$ cat src/rtl/tdc_pkg.sv
// Shared constants, detector state encoding and width helper for the TDC readout path.
package tdc_pkg;

  localparam int G_LEN      = 32;
  localparam int G_AVG_LOG2 = 4;
  localparam int G_HOLDOFF  = 16;

  typedef enum logic [1:0] {
    DET_IDLE    = 2'd0,
    DET_ARMED   = 2'd1,
    DET_DETECT  = 2'd2,
    DET_HOLDOFF = 2'd3
  } det_state_e;

  // Width needed to hold a tap count of 0..len.
  function automatic int tdc_vw(input int len);
    return $clog2(len + 1);
  endfunction

endpackage

$ cat src/rtl/tdc_popcount.sv
// Bubble correction (3-tap majority) followed by a population count of the corrected code.
module tdc_popcount
  import tdc_pkg::*;
#(
  parameter  int g_LEN = G_LEN,
  localparam int VW    = tdc_vw(g_LEN)
) (
  input  logic [g_LEN-1:0] r,
  output logic [VW-1:0]    count
);

  // Tap -1 reads as 1 and tap g_LEN as 0, so edges of the line vote like a full code.
  logic [g_LEN+1:0] ext;
  logic [g_LEN-1:0] c;

  assign ext = {1'b0, r, 1'b1};

  always_comb begin
    c     = '0;
    count = '0;
    for (int i = 0; i < g_LEN; i++) begin
      c[i] = (ext[i] & ext[i+1]) | (ext[i] & ext[i+2]) | (ext[i+1] & ext[i+2]);
    end
    for (int i = 0; i < g_LEN; i++) begin
      count = count + VW'(c[i]);
    end
  end

endmodule

$ cat src/rtl/tdc_readout.sv
// TDC sample readout: 3-stage thermometer-to-binary pipeline, windowed statistics
// and an armed droop detector with holdoff.
module tdc_readout
  import tdc_pkg::*;
#(
  parameter  int g_LEN      = G_LEN,
  parameter  int g_AVG_LOG2 = G_AVG_LOG2,
  parameter  int g_HOLDOFF  = G_HOLDOFF,
  localparam int VW         = tdc_vw(g_LEN)
) (
  input  logic             clkSample,
  input  logic             rst_n,
  input  logic [g_LEN-1:0] raw,
  input  logic             arm,
  input  logic [VW-1:0]    threshold,
  output logic [VW-1:0]    value,
  output logic             value_valid,
  output logic [VW-1:0]    avg,
  output logic [VW-1:0]    min_val,
  output logic [VW-1:0]    max_val,
  output logic             win_done,
  output logic             drop_det,
  output logic [1:0]       det_state
);

  localparam int AW = VW + g_AVG_LOG2;
  localparam int HW = (g_HOLDOFF > 1) ? $clog2(g_HOLDOFF) : 1;
  localparam logic [g_AVG_LOG2-1:0] WIN_LAST  = '1;
  localparam logic [VW-1:0]         VAL_MAX   = VW'(g_LEN);
  localparam logic [HW-1:0]         HOLD_LOAD = HW'(g_HOLDOFF - 1);

  // ---------------- conversion pipeline ----------------
  logic [g_LEN-1:0] raw_s1, raw_s2;
  logic             vld_s1, vld_s2;
  logic [VW-1:0]    pop_count;

  always_ff @(posedge clkSample or negedge rst_n) begin
    if (!rst_n) begin
      raw_s1      <= '0;
      raw_s2      <= '0;
      vld_s1      <= 1'b0;
      vld_s2      <= 1'b0;
      value       <= '0;
      value_valid <= 1'b0;
    end else begin
      raw_s1      <= raw;
      raw_s2      <= raw_s1;
      vld_s1      <= 1'b1;
      vld_s2      <= vld_s1;
      value       <= pop_count;
      value_valid <= vld_s2;
    end
  end

  tdc_popcount #(.g_LEN(g_LEN)) u_popcount (
    .r     (raw_s2),
    .count (pop_count)
  );

  // ---------------- window statistics ----------------
  logic [AW-1:0]         sum, sum_next;
  logic [VW-1:0]         run_min, run_max, min_next, max_next;
  logic [g_AVG_LOG2-1:0] win_cnt;

  always_comb begin
    sum_next = sum + AW'(value);
    min_next = (value < run_min) ? value : run_min;
    max_next = (value > run_max) ? value : run_max;
  end

  always_ff @(posedge clkSample or negedge rst_n) begin
    if (!rst_n) begin
      sum      <= '0;
      run_min  <= VAL_MAX;
      run_max  <= '0;
      win_cnt  <= '0;
      avg      <= '0;
      min_val  <= '0;
      max_val  <= '0;
      win_done <= 1'b0;
    end else begin
      win_done <= 1'b0;
      if (value_valid) begin
        if (win_cnt == WIN_LAST) begin
          // Closing sample is folded into the published results, then the window restarts.
          avg      <= VW'(sum_next >> g_AVG_LOG2);
          min_val  <= min_next;
          max_val  <= max_next;
          win_done <= 1'b1;
          sum      <= '0;
          run_min  <= VAL_MAX;
          run_max  <= '0;
          win_cnt  <= '0;
        end else begin
          sum     <= sum_next;
          run_min <= min_next;
          run_max <= max_next;
          win_cnt <= win_cnt + 1'b1;
        end
      end
    end
  end

  // ---------------- droop detector ----------------
  det_state_e    state, state_next;
  logic [HW-1:0] hold_cnt, hold_next;

  always_ff @(posedge clkSample or negedge rst_n) begin
    if (!rst_n) begin
      state    <= DET_IDLE;
      hold_cnt <= '0;
    end else begin
      state    <= state_next;
      hold_cnt <= hold_next;
    end
  end

  always_comb begin
    state_next = state;
    hold_next  = hold_cnt;
    drop_det   = 1'b0;
    case (state)
      DET_IDLE: begin
        if (arm) state_next = DET_ARMED;
      end
      DET_ARMED: begin
        if (!arm) state_next = DET_IDLE;
        else if (value_valid && (value < threshold)) state_next = DET_DETECT;
      end
      DET_DETECT: begin
        drop_det   = 1'b1;
        hold_next  = HOLD_LOAD;
        state_next = DET_HOLDOFF;
      end
      DET_HOLDOFF: begin
        // Holdoff always runs to completion; arm only picks the exit state.
        if (hold_cnt == '0) state_next = arm ? DET_ARMED : DET_IDLE;
        else hold_next = hold_cnt - 1'b1;
      end
      default: state_next = DET_IDLE;
    endcase
  end

  assign det_state = state;

endmodule

$ cat config.mk
export PLATFORM = sky130hd
export DESIGN_NAME = tdc_readout
export DESIGN_NICKNAME = d
export VERILOG_FILES = /design/src/rtl/tdc_pkg.sv /design/src/rtl/tdc_popcount.sv /design/src/rtl/tdc_readout.sv
export SDC_FILE = /design/constraint.sdc
export NUM_CORES = 1
export LEC_CHECK = 0
export CAP_MARGIN = 30
export CORE_MARGIN = 2
export CORE_UTILIZATION = 60
export DETAILED_ROUTE_END_ITERATION = 7
export DONT_BUFFER_PORTS = 1
export PLACE_DENSITY = 0.8
export SYNTH_ARGS = -nofsm -noshare
export SYNTH_HDL_FRONTEND = slang
export SYNTH_SLANG_ARGS = --single-unit
$ cat constraint.sdc
create_clock -name clkSample -period 6.5 [get_ports clkSample]
set_clock_uncertainty 0.15 [all_clocks]
set_input_delay 1.3 -clock clkSample [delete_from_list [all_inputs] [get_ports clkSample]]
set_output_delay 1.3 -clock clkSample [all_outputs]
set_load 0.01 [all_outputs]
==> impl_metrics.env <==
export IMPL_status="finished, final reports clean"
export IMPL_final_antenna_net_count=0
export IMPL_ys_warn_count=0
export IMPL_grt_ovfl_total=0
export IMPL_maxSlewViolCount=0
export IMPL_whs_path_depth=0
export IMPL_cts_tree="built"
export IMPL_post_dp_hpwl_mm=7.087
export IMPL_path_max_fanout=4
export IMPL_syn_area_per_cell_um2=11.56
export IMPL_ys_seq_area_share_pct=52.85
export IMPL_min_period_ns=5.751
export IMPL_clockRootBuffer="clkbuf_8"
export IMPL_synth_main_ff_cell="dfrtp_1"
export IMPL_cts_made_buffers=17
export IMPL_power_density_nw_per_um2=596.8
export IMPL_final_common_cell="dfrtp_1"
export IMPL_antenna_found_initial=0
export IMPL_synth_fp_nets=606
export IMPL_synth_cells=508
export IMPL_r2r_end="value[4]"
export IMPL_insertion_delay_ns=0.55
export IMPL_die_w_um=102.9
export IMPL_period_share_pct=88.48
export IMPL_r2r_slack_ns=0.75
export IMPL_cts_hold_buf=0
export IMPL_cts_setup_buffers=0
export IMPL_grt_setup_unrepaired="no"
export IMPL_gp_congestion=0.8542
export IMPL_reg2regPathDepth=17
export IMPL_post_drt_wl_per_cell_um=15.87
export IMPL_startpoint_type="flip-flop"
export IMPL_ys_ff_latch=124
export IMPL_hold_viol_final=0
export IMPL_worst_pin_slew_ns=0.6704
export IMPL_reg2reg_from="raw_s2[2]"
export IMPL_drive_gt1_share_pct=7.721
export IMPL_core_um2=9639
export IMPL_cp_slowest_stage_delay_ns=0.58
export IMPL_dpl_instance_area_um2=5998
export IMPL_grt_pass1_wl_mm=17.66
export IMPL_path_cells="maj3_1, ha_1, inv_1, fa_1, inv_1, fa_1, inv_1, fa_1, fa_1, fa_1, fa_1, fa_1, inv_1, fa_1, a21o_1, a21oi_1, xnor2_1"
export IMPL_async_flop_share_pct=100.0
export IMPL_ios=70
export IMPL_maxCapViolCount=0
export IMPL_crit_type="reg -> reg"
export IMPL_worst_setup_path_end_kind="flip-flop"
export IMPL_viasPerCell=5.550
export IMPL_cts_repair_resized=0
export IMPL_drc=0
export IMPL_slowest_stage="fa_1"
export IMPL_whs_endpoint="raw_s2[23]"
export IMPL_power_mw=3.957
export IMPL_clk_path_buf_depth=2
export IMPL_die_height_um=102.9
export IMPL_path_clk_slew_ns=0.06
export IMPL_h_tree_depth=4
export IMPL_crit_family="adder cells"
export IMPL_synth_cell_area_um2=5873
export IMPL_max_slew_margin_pct=54.96
export IMPL_ys_types=50
export IMPL_vias=3685
export IMPL_diodes=0
export IMPL_synth_edf_count=0
export IMPL_place_inst=632
export IMPL_cp_buffers_inverters=4
export IMPL_cp_required_ns=6.82
export IMPL_multi_input_area_um2=2476
export IMPL_setup_viol=0
export IMPL_final_cell_mix="dfrtp_1 (123), inv_1 (65), o21ai_0 (42)"
export IMPL_grt_usage_pct=22.64
export IMPL_syn_to_final_growth_pct=12.91
export IMPL_nFillCells=685
export IMPL_cpMostUsedCell="fa_1"
export IMPL_fmax_mhz=173.9
export IMPL_initial_core_util_pct=60.93
export IMPL_peakVddDrop_mv=0.3750
export IMPL_setup_tns_ns=0
export IMPL_hp_start="raw_s1[23]"
export IMPL_regArea_um2=3104
export IMPL_grt_max_degree=125
export IMPL_p_leak_nw=3.168
export IMPL_fin_nets=616
export IMPL_cts_sinks=124
export IMPL_initialDrtViolationCount=68
export IMPL_drt_wl_total_mm=10.54
export IMPL_hold_path_class="reg -> reg"
export IMPL_grt_pass1_vias=3849
export IMPL_final_cell_area_um2=6631
export IMPL_drt_pass1_iterations=4
export IMPL_finalNonFillerCells=664
export IMPL_port_buffers=0
export IMPL_dieArea_um2=10600
export IMPL_rows=36
export IMPL_critPathArrivalTime_ns=6.07
-- final cells by class --
type	instances	area share, %
clock buffers	20	6.717
clock inverters	12	2.830
inverters	65	3.679
multi-input cells	309	37.34
flip-flops and latches	124	46.81
well taps	133	2.509
repair buffers	1	0.1132
-- layer usage --
metal | part of all wire (%) | vias to the layer above | wire (um) | track usage [%]
met5 | 0 | - | 0 | 0
met1 | 40 | 1830 | 4200 | 25.25
li1 | - | 1741 | - | -
met2 | 53 | 94 | 5577 | 39.56
met3 | 4.8 | 20 | 501 | 7.186
met4 | 2.4 | 0 | 258 | 10.43
-- report_power, final --
part	internal (mW)	switching, mW	leakage, nW
clock	0.647	0.345	0.302
combinational	0.794	0.948	1.39
sequential	0.984	0.240	1.48
-- Yosys cell counts (3+ instances only) --
cell type	n	area, um^2
dfrtp_1	123	3078
xnor2_1	5	43.79
o21ai_0	42	210.2
and2_1	4	25.02
maj3_1	6	60.06
nand2b_1	3	18.77
nand2_1	25	93.84
o21a_1	4	30.03
xor2_1	4	35.03
o31ai_1	3	22.52
nor2_1	14	52.55
or2_2	4	25.02
clkbuf_1	6	22.52
a21oi_1	34	170.2
ha_1	32	400.4
nand3_1	8	40.04
o211ai_1	4	30.03
nor2b_1	7	43.79
mux2i_1	8	80.08
a21o_1	25	187.7
buf_2	3	15.01
nor3_1	10	50.05
nand3b_1	3	22.52
fa_1	25	500.5
inv_1	65	244.0
a22o_1	12	105.1
-- kinds of logic after synthesis --
logic type / count (synthesis) / synth area share (%)
AOI/OAI and AO/OA: 139 / 15.21
xor gates and xnor gates: 9 / 1.342
adders and majority gates: 63 / 16.36
buffers and inverters: 75 / 4.985
DFF: 124 / 52.85
muxes: 9 / 1.555
other: 1 / 0.06385
and+or+nand+nor: 88 / 7.627
-- through the flow --
stage / hold slack, ns / worst slack, ns / util (%)
floorplan: 0.1812 / 0.9326 / -
global placement: 0.1814 / 0.8606 / 62.23
detailed placement: 0.1847 / 0.7678 / 62.23
CTS: 0.1943 / 0.7395 / 68.80
global route: 0.1971 / 0.5299 / 68.80
finish: 0.1915 / 0.7490 / 68.80
-- sequential cells by signal (all words and copies together), names as in the netlist, named ones only --
name         cells
avg              6
det_state        1
hold_cnt         4
max_val          6
min_val          6
raw_s1          32
raw_s2          32
run_max          6
run_min          6
sum             10
value            6
value_valid      1
vld_s1           1
vld_s2           1
win_cnt          4
win_done         1
-- worst max path at each step --
stage | slack [ns] | from | cells after the start | endpoint
floorplan | 0.93 | raw_s2[2] | 17 | value[4]
global placement | 0.86 | raw_s2[2] | 17 | value[4]
detailed placement | 0.77 | raw_s2[2] | 17 | value[4]
CTS | 0.74 | raw_s2[2] | 17 | value[4]
global route | 0.53 | raw_s2[2] | 17 | value[4]
finish | 0.75 | raw_s2[2] | 17 | value[4]
Note: power is estimated with default switching activity, not from simulation.
==> RTL change 1, RTL diff (config.mk and constraints unchanged) <==
Make the reset (`rst_n`) synchronous in 3 clocked blocks.
--- a/src/rtl/tdc_readout.sv
+++ b/src/rtl/tdc_readout.sv
@@ -35,5 +35,5 @@
   logic [VW-1:0]    pop_count;
 
-  always_ff @(posedge clkSample or negedge rst_n) begin
+  always_ff @(posedge clkSample) begin
     if (!rst_n) begin
       raw_s1      <= '0;
@@ -69,5 +69,5 @@
   end
 
-  always_ff @(posedge clkSample or negedge rst_n) begin
+  always_ff @(posedge clkSample) begin
     if (!rst_n) begin
       sum      <= '0;
@@ -106,5 +106,5 @@
   logic [HW-1:0] hold_cnt, hold_next;
 
-  always_ff @(posedge clkSample or negedge rst_n) begin
+  always_ff @(posedge clkSample) begin
     if (!rst_n) begin
       state    <= DET_IDLE;
Formal check against the unedited RTL: differs if rst_n is asserted again (counterexample within 4 cycles, from zero or initial values and one cycle with rst_n low); with rst_n held inactive, the same outputs for 10 cycles.
==> RTL change 1 against the unedited design <==
Design area decreased by 2.3%; area after synthesis down 2.2%; wire length shrank 2.0%; critical path type unchanged; setup slack worse by 0.22 ns; highest routed layer unchanged; count of clock-buffer cells in the layout unchanged; sequential cell count unchanged.
Power is not compared: it rests on default switching activity, and its combinational part moved more than twofold at a synthesized area within 25%.
==> RTL change 1: results (changes against the unedited design) <==
===========================================================================================
Result of the run                                                                 completed   unchanged
Global-route wire length before repair                                              17.2 mm   was 17.7 mm
DP Worst Slack                                                                     0.516 ns   was 0.768 ns
Well Taps                                                                               129   was 133
Met3 usage in global routing                                                          5.81%   was 7.19%
HPWL after DPL                                                                      7.12 mm   was 7.09 mm
Portion of netlist area occupied by mux cells                                         1.74%   was 1.56%
Non-clock inverters                                                                      58   was 65
Sequential fraction of the synthesis area                                             43.2%   was 52.9%
Synthesized area divided by synthesized cell count                               9.95 sq um   was 11.6 sq um
Area share of xor/xnor cells in the synthesized design                                1.53%   was 1.34%
Sum of met3 wire segment lengths after detailed routing                              620 um   was 501 um
Met2 usage                                                                            39.0%   was 39.6%
Sequential standard cell area                                                  0.00248 sq mm   was 0.00310 sq mm
Number of design-rule violations left by the first detailed-router iteration            122   was 68
Detailed-route wire length per cell                                                 14.3 um   was 15.9 um
Setup WS post-layout                                                               0.529 ns   was 0.749 ns
Clock-cell share                                                                      9.75%   was 9.55%
Worst reg2reg path startpoint                                                     raw_s2[2]   unchanged
Post-synthesis adder-cell area fraction                                               18.5%   was 16.4%
Number of filler cells placed in the layout                                             697   was 685
Crit path arrival time                                                              6.21 ns   was 6.07 ns
Most used flip-flop cell after synthesis                                       sky130_fd_sc_hd__dfxtp_1   was sky130_fd_sc_hd__dfrtp_1
Pin count of the biggest net entering global routing                                     88   was 125
Layout buffer count excluding clock buffers                                               3   was 1
Signal buf overhead                                                                  0.348%   was 0.113%
Number of distinct standard cells referenced by the synthesized netlist                  51   was 50
===========================================================================================
[RTL change 1: cell types whose count changed after synthesis, sizes merged, moves of 6 or more]
cell / change
o32ai: +7
and2: +65
maj3: +10
nor3: -6
clkbuf: +10
dfrtp: -123
inv: -8
a21oi: -17
nor2: +7
dfxtp: +124
o21ai: -6
[RTL change 1: worst min-delay path by stage]
stage                     from          end  slack [ns]  depth (start not counted)
floorplan            raw_s1[0]    raw_s2[0]        0.26                          1
global placement        vld_s2  value_valid        0.26                          1
detailed placement  raw_s1[18]   raw_s2[18]        0.27                          1
CTS                 raw_s1[18]   raw_s2[18]        0.28                          1
global route        raw_s1[29]   raw_s2[29]        0.29                          1
finish              raw_s1[18]   raw_s2[18]        0.28                          1
[RTL change 1: power by group]
part	switching [mW]	internal (mW)	total (mW)
clock	0.343	0.647	0.990
combinational	0.115	0.0979	0.213
sequential	0.0361	0.791	0.827
==> RTL change 2, RTL diff (same settings) <==
Made on the original files. Change the package constant `G_LEN` from 32 to 64.
--- a/src/rtl/tdc_pkg.sv
+++ b/src/rtl/tdc_pkg.sv
@@ -2,5 +2,5 @@
 package tdc_pkg;
 
-  localparam int G_LEN      = 32;
+  localparam int G_LEN      = 64;
   localparam int G_AVG_LOG2 = 4;
   localparam int G_HOLDOFF  = 16;
Interface: changed (6 resized); port bits go from 70 to 107. The function was not compared with the original's and may differ.
==> RTL change 2 against the unedited design <==
Sequential cell count rose by 71; worst hold slack improved by 0.0053 ns; largest cell class unchanged; fmax fell by 11%; setup slack got worse by 0.74 ns; global-route usage fell by 0.37 points; area after synthesis rose by 52%; design area rose by 51%; utilization rose by 0.16 points; wire length rose by 61%.
Power is not shown: default switching activity piles up to over one toggle a cycle in this logic, so the estimate is an artifact.
==> RTL change 2: results (changes against the unedited design) <==
===========================================================================================
Result of the run                                                                 completed   unchanged
# placed instances                                                                      868   was 632
Vias in the first global route                                                         5515   was 3849
HPWL after DPL                                                                      11.8 mm   was 7.09 mm
Final Instance Count excl. Fillers                                                      916   was 664
Post-Synthesis Net Count                                                                856   was 606
Hold_sp                                                                           raw_s1[7]   was raw_s1[23]
Final weighted congestion of routability-driven global placement                      0.876   was 0.854
Cells after Synth                                                                       683   was 508
GRT Total Usage                                                                       22.3%   was 22.6%
Registers with the highest flip-flop counts                                    raw_s1 (64), raw_s2 (64), sum (11)   was raw_s1 (32), raw_s2 (32), sum (10)
Headroom to the max-slew limit                                                        60.9%   was 55.0%
Via-per-instance ratio                                                                 5.66   was 5.55
Setup slack of the most critical reg-to-reg path                                   0.007 ns   was 0.75 ns
Post-synthesis adder-cell area fraction                                               22.4%   was 16.4%
Total wirelength of the detailed-routed design                                      17.0 mm   was 10.5 mm
Global-route wire length before repair                                              27.2 mm   was 17.7 mm
Area share of xor/xnor cells in the synthesized design                                1.18%   was 1.34%
Post-synth top cells                                                           sky130_fd_sc_hd__dfrtp_1 (194), sky130_fd_sc_hd__inv_1 (74), sky130_fd_sc_hd__fa_1 (55), sky130_fd_sc_hd__o21ai_0 (52), sky130_fd_sc_hd__ha_1 (44)   was sky130_fd_sc_hd__dfrtp_1 (123), sky130_fd_sc_hd__inv_1 (65), sky130_fd_sc_hd__o21ai_0 (42), sky130_fd_sc_hd__a21oi_1 (34), sky130_fd_sc_hd__ha_1 (32)
Number of design-rule violations left by the first detailed-router iteration            339   was 68
CP startpoint                                                                    raw_s2[45]   was raw_s2[2]
Termination of the worst setup path                                                value[6]   was value[4]
Largest cells by area after synthesis                                          sky130_fd_sc_hd__dfrtp_1 (54%), sky130_fd_sc_hd__fa_1 (12%), sky130_fd_sc_hd__ha_1 (6.2%)   was sky130_fd_sc_hd__dfrtp_1 (52%), sky130_fd_sc_hd__fa_1 (8.5%), sky130_fd_sc_hd__ha_1 (6.8%)
Number of filler cells placed in the layout                                            1022   was 685
Clk Latency, worst-skew pair                                                        0.43 ns   was 0.55 ns
Cell area reported after detailed placement                                    0.00920 sq mm   was 0.00600 sq mm
Final net count                                                                         892   was 616
Portion of netlist area occupied by mux cells                                         1.81%   was 1.56%
Area fraction in compound gates after synthesis                                       11.7%   was 15.2%
Cell depth of the worst flop-to-flop path                                                21   was 17
Number of distinct standard cells referenced by the synthesized netlist                  51   was 50
Iteration count of the initial detailed-routing pass                                      5   was 4
DP Worst Slack                                                                    -0.197 ns   was 0.768 ns
Crit path arrival time                                                              6.69 ns   was 6.07 ns
Sequential fraction of the synthesis area                                             54.8%   was 52.9%
===========================================================================================
[RTL change 2: cell types whose count changed in the layout (fill, tap and decap cells not counted), sizes merged, moves of 6 or more]
cell and delta:
ha +12, dfrtp +71, nor3 -7, nand2b +6, maj3 +28, a21oi -15, buf +25, o21ai +17
a21o +10, inv +15, nand2 +7, fa +30, mux2i +7
[RTL change 2: final cells by class]
type | instances | area [sq um] | area share, %
clock inverters | 15 | 220 | 2.20
repair buffers | 26 | 203 | 2.02
multi-input cells | 404 | 3780 | 37.7
well taps | 184 | 230 | 2.30
clock buffers | 17 | 425 | 4.24
inverters | 75 | 282 | 2.81
flip-flops and latches | 195 | 4880 | 48.7
[RTL change 2: worst min-delay path by stage]
stage / slack [ns] / end / cells past startpoint
5_1_grt: 0.20 / raw_s2[7] / 0
4_1_cts: 0.20 / raw_s2[7] / 0
2_1_floorplan: 0.18 / raw_s2[0] / 0
6_report: 0.20 / raw_s2[7] / 0
3_5_place_dp: 0.18 / raw_s2[12] / 0
3_3_place_gp: 0.18 / raw_s2[47] / 0
[RTL change 2: worst max-delay path: stages, from the launching register on]
cell and delay, ns:
sky130_fd_sc_hd__dfrtp_1 0.42, sky130_fd_sc_hd__a21o_1 0.16, sky130_fd_sc_hd__o21ai_2 0.07, sky130_fd_sc_hd__fa_1 0.59
sky130_fd_sc_hd__inv_2 0.06, sky130_fd_sc_hd__fa_2 0.56, sky130_fd_sc_hd__inv_2 0.04, sky130_fd_sc_hd__fa_1 0.48
sky130_fd_sc_hd__fa_1 0.51, sky130_fd_sc_hd__inv_2 0.05, sky130_fd_sc_hd__fa_1 0.55, sky130_fd_sc_hd__fa_1 0.44
sky130_fd_sc_hd__fa_1 0.53, sky130_fd_sc_hd__inv_2 0.04, sky130_fd_sc_hd__fa_1 0.46, sky130_fd_sc_hd__fa_2 0.39
sky130_fd_sc_hd__fa_2 0.36, sky130_fd_sc_hd__nor2b_2 0.12, sky130_fd_sc_hd__o21ai_1 0.07, sky130_fd_sc_hd__nand2b_1 0.13
sky130_fd_sc_hd__a21oi_1 0.08, sky130_fd_sc_hd__o21bai_1 0.14
[RTL change 2: layer usage]
| metal | GRT usage [%] | up-vias | part of all wire [%] |
|---|---|---|---|
| met5 | 0 | - | 0 |
| met4 | 8.86 | 0 | 2.8 |
| met3 | 5.14 | 36 | 4.2 |
| met2 | 39.1 | 152 | 53 |
| met1 | 26.8 | 2587 | 40 |
| li1 | - | 2406 | - |
[RTL change 2: logic make-up (layout without fill, tap and decap cells)]
logic type,after synthesis,in the layout
buffers and inverters,84,133
muxes,16,16
xor gates and xnor gates,12,12
and+or+nand+nor,83,83
DFF,195,195
adders and majority gates,133,133
AOI/OAI and AO/OA,159,159
other,1,1
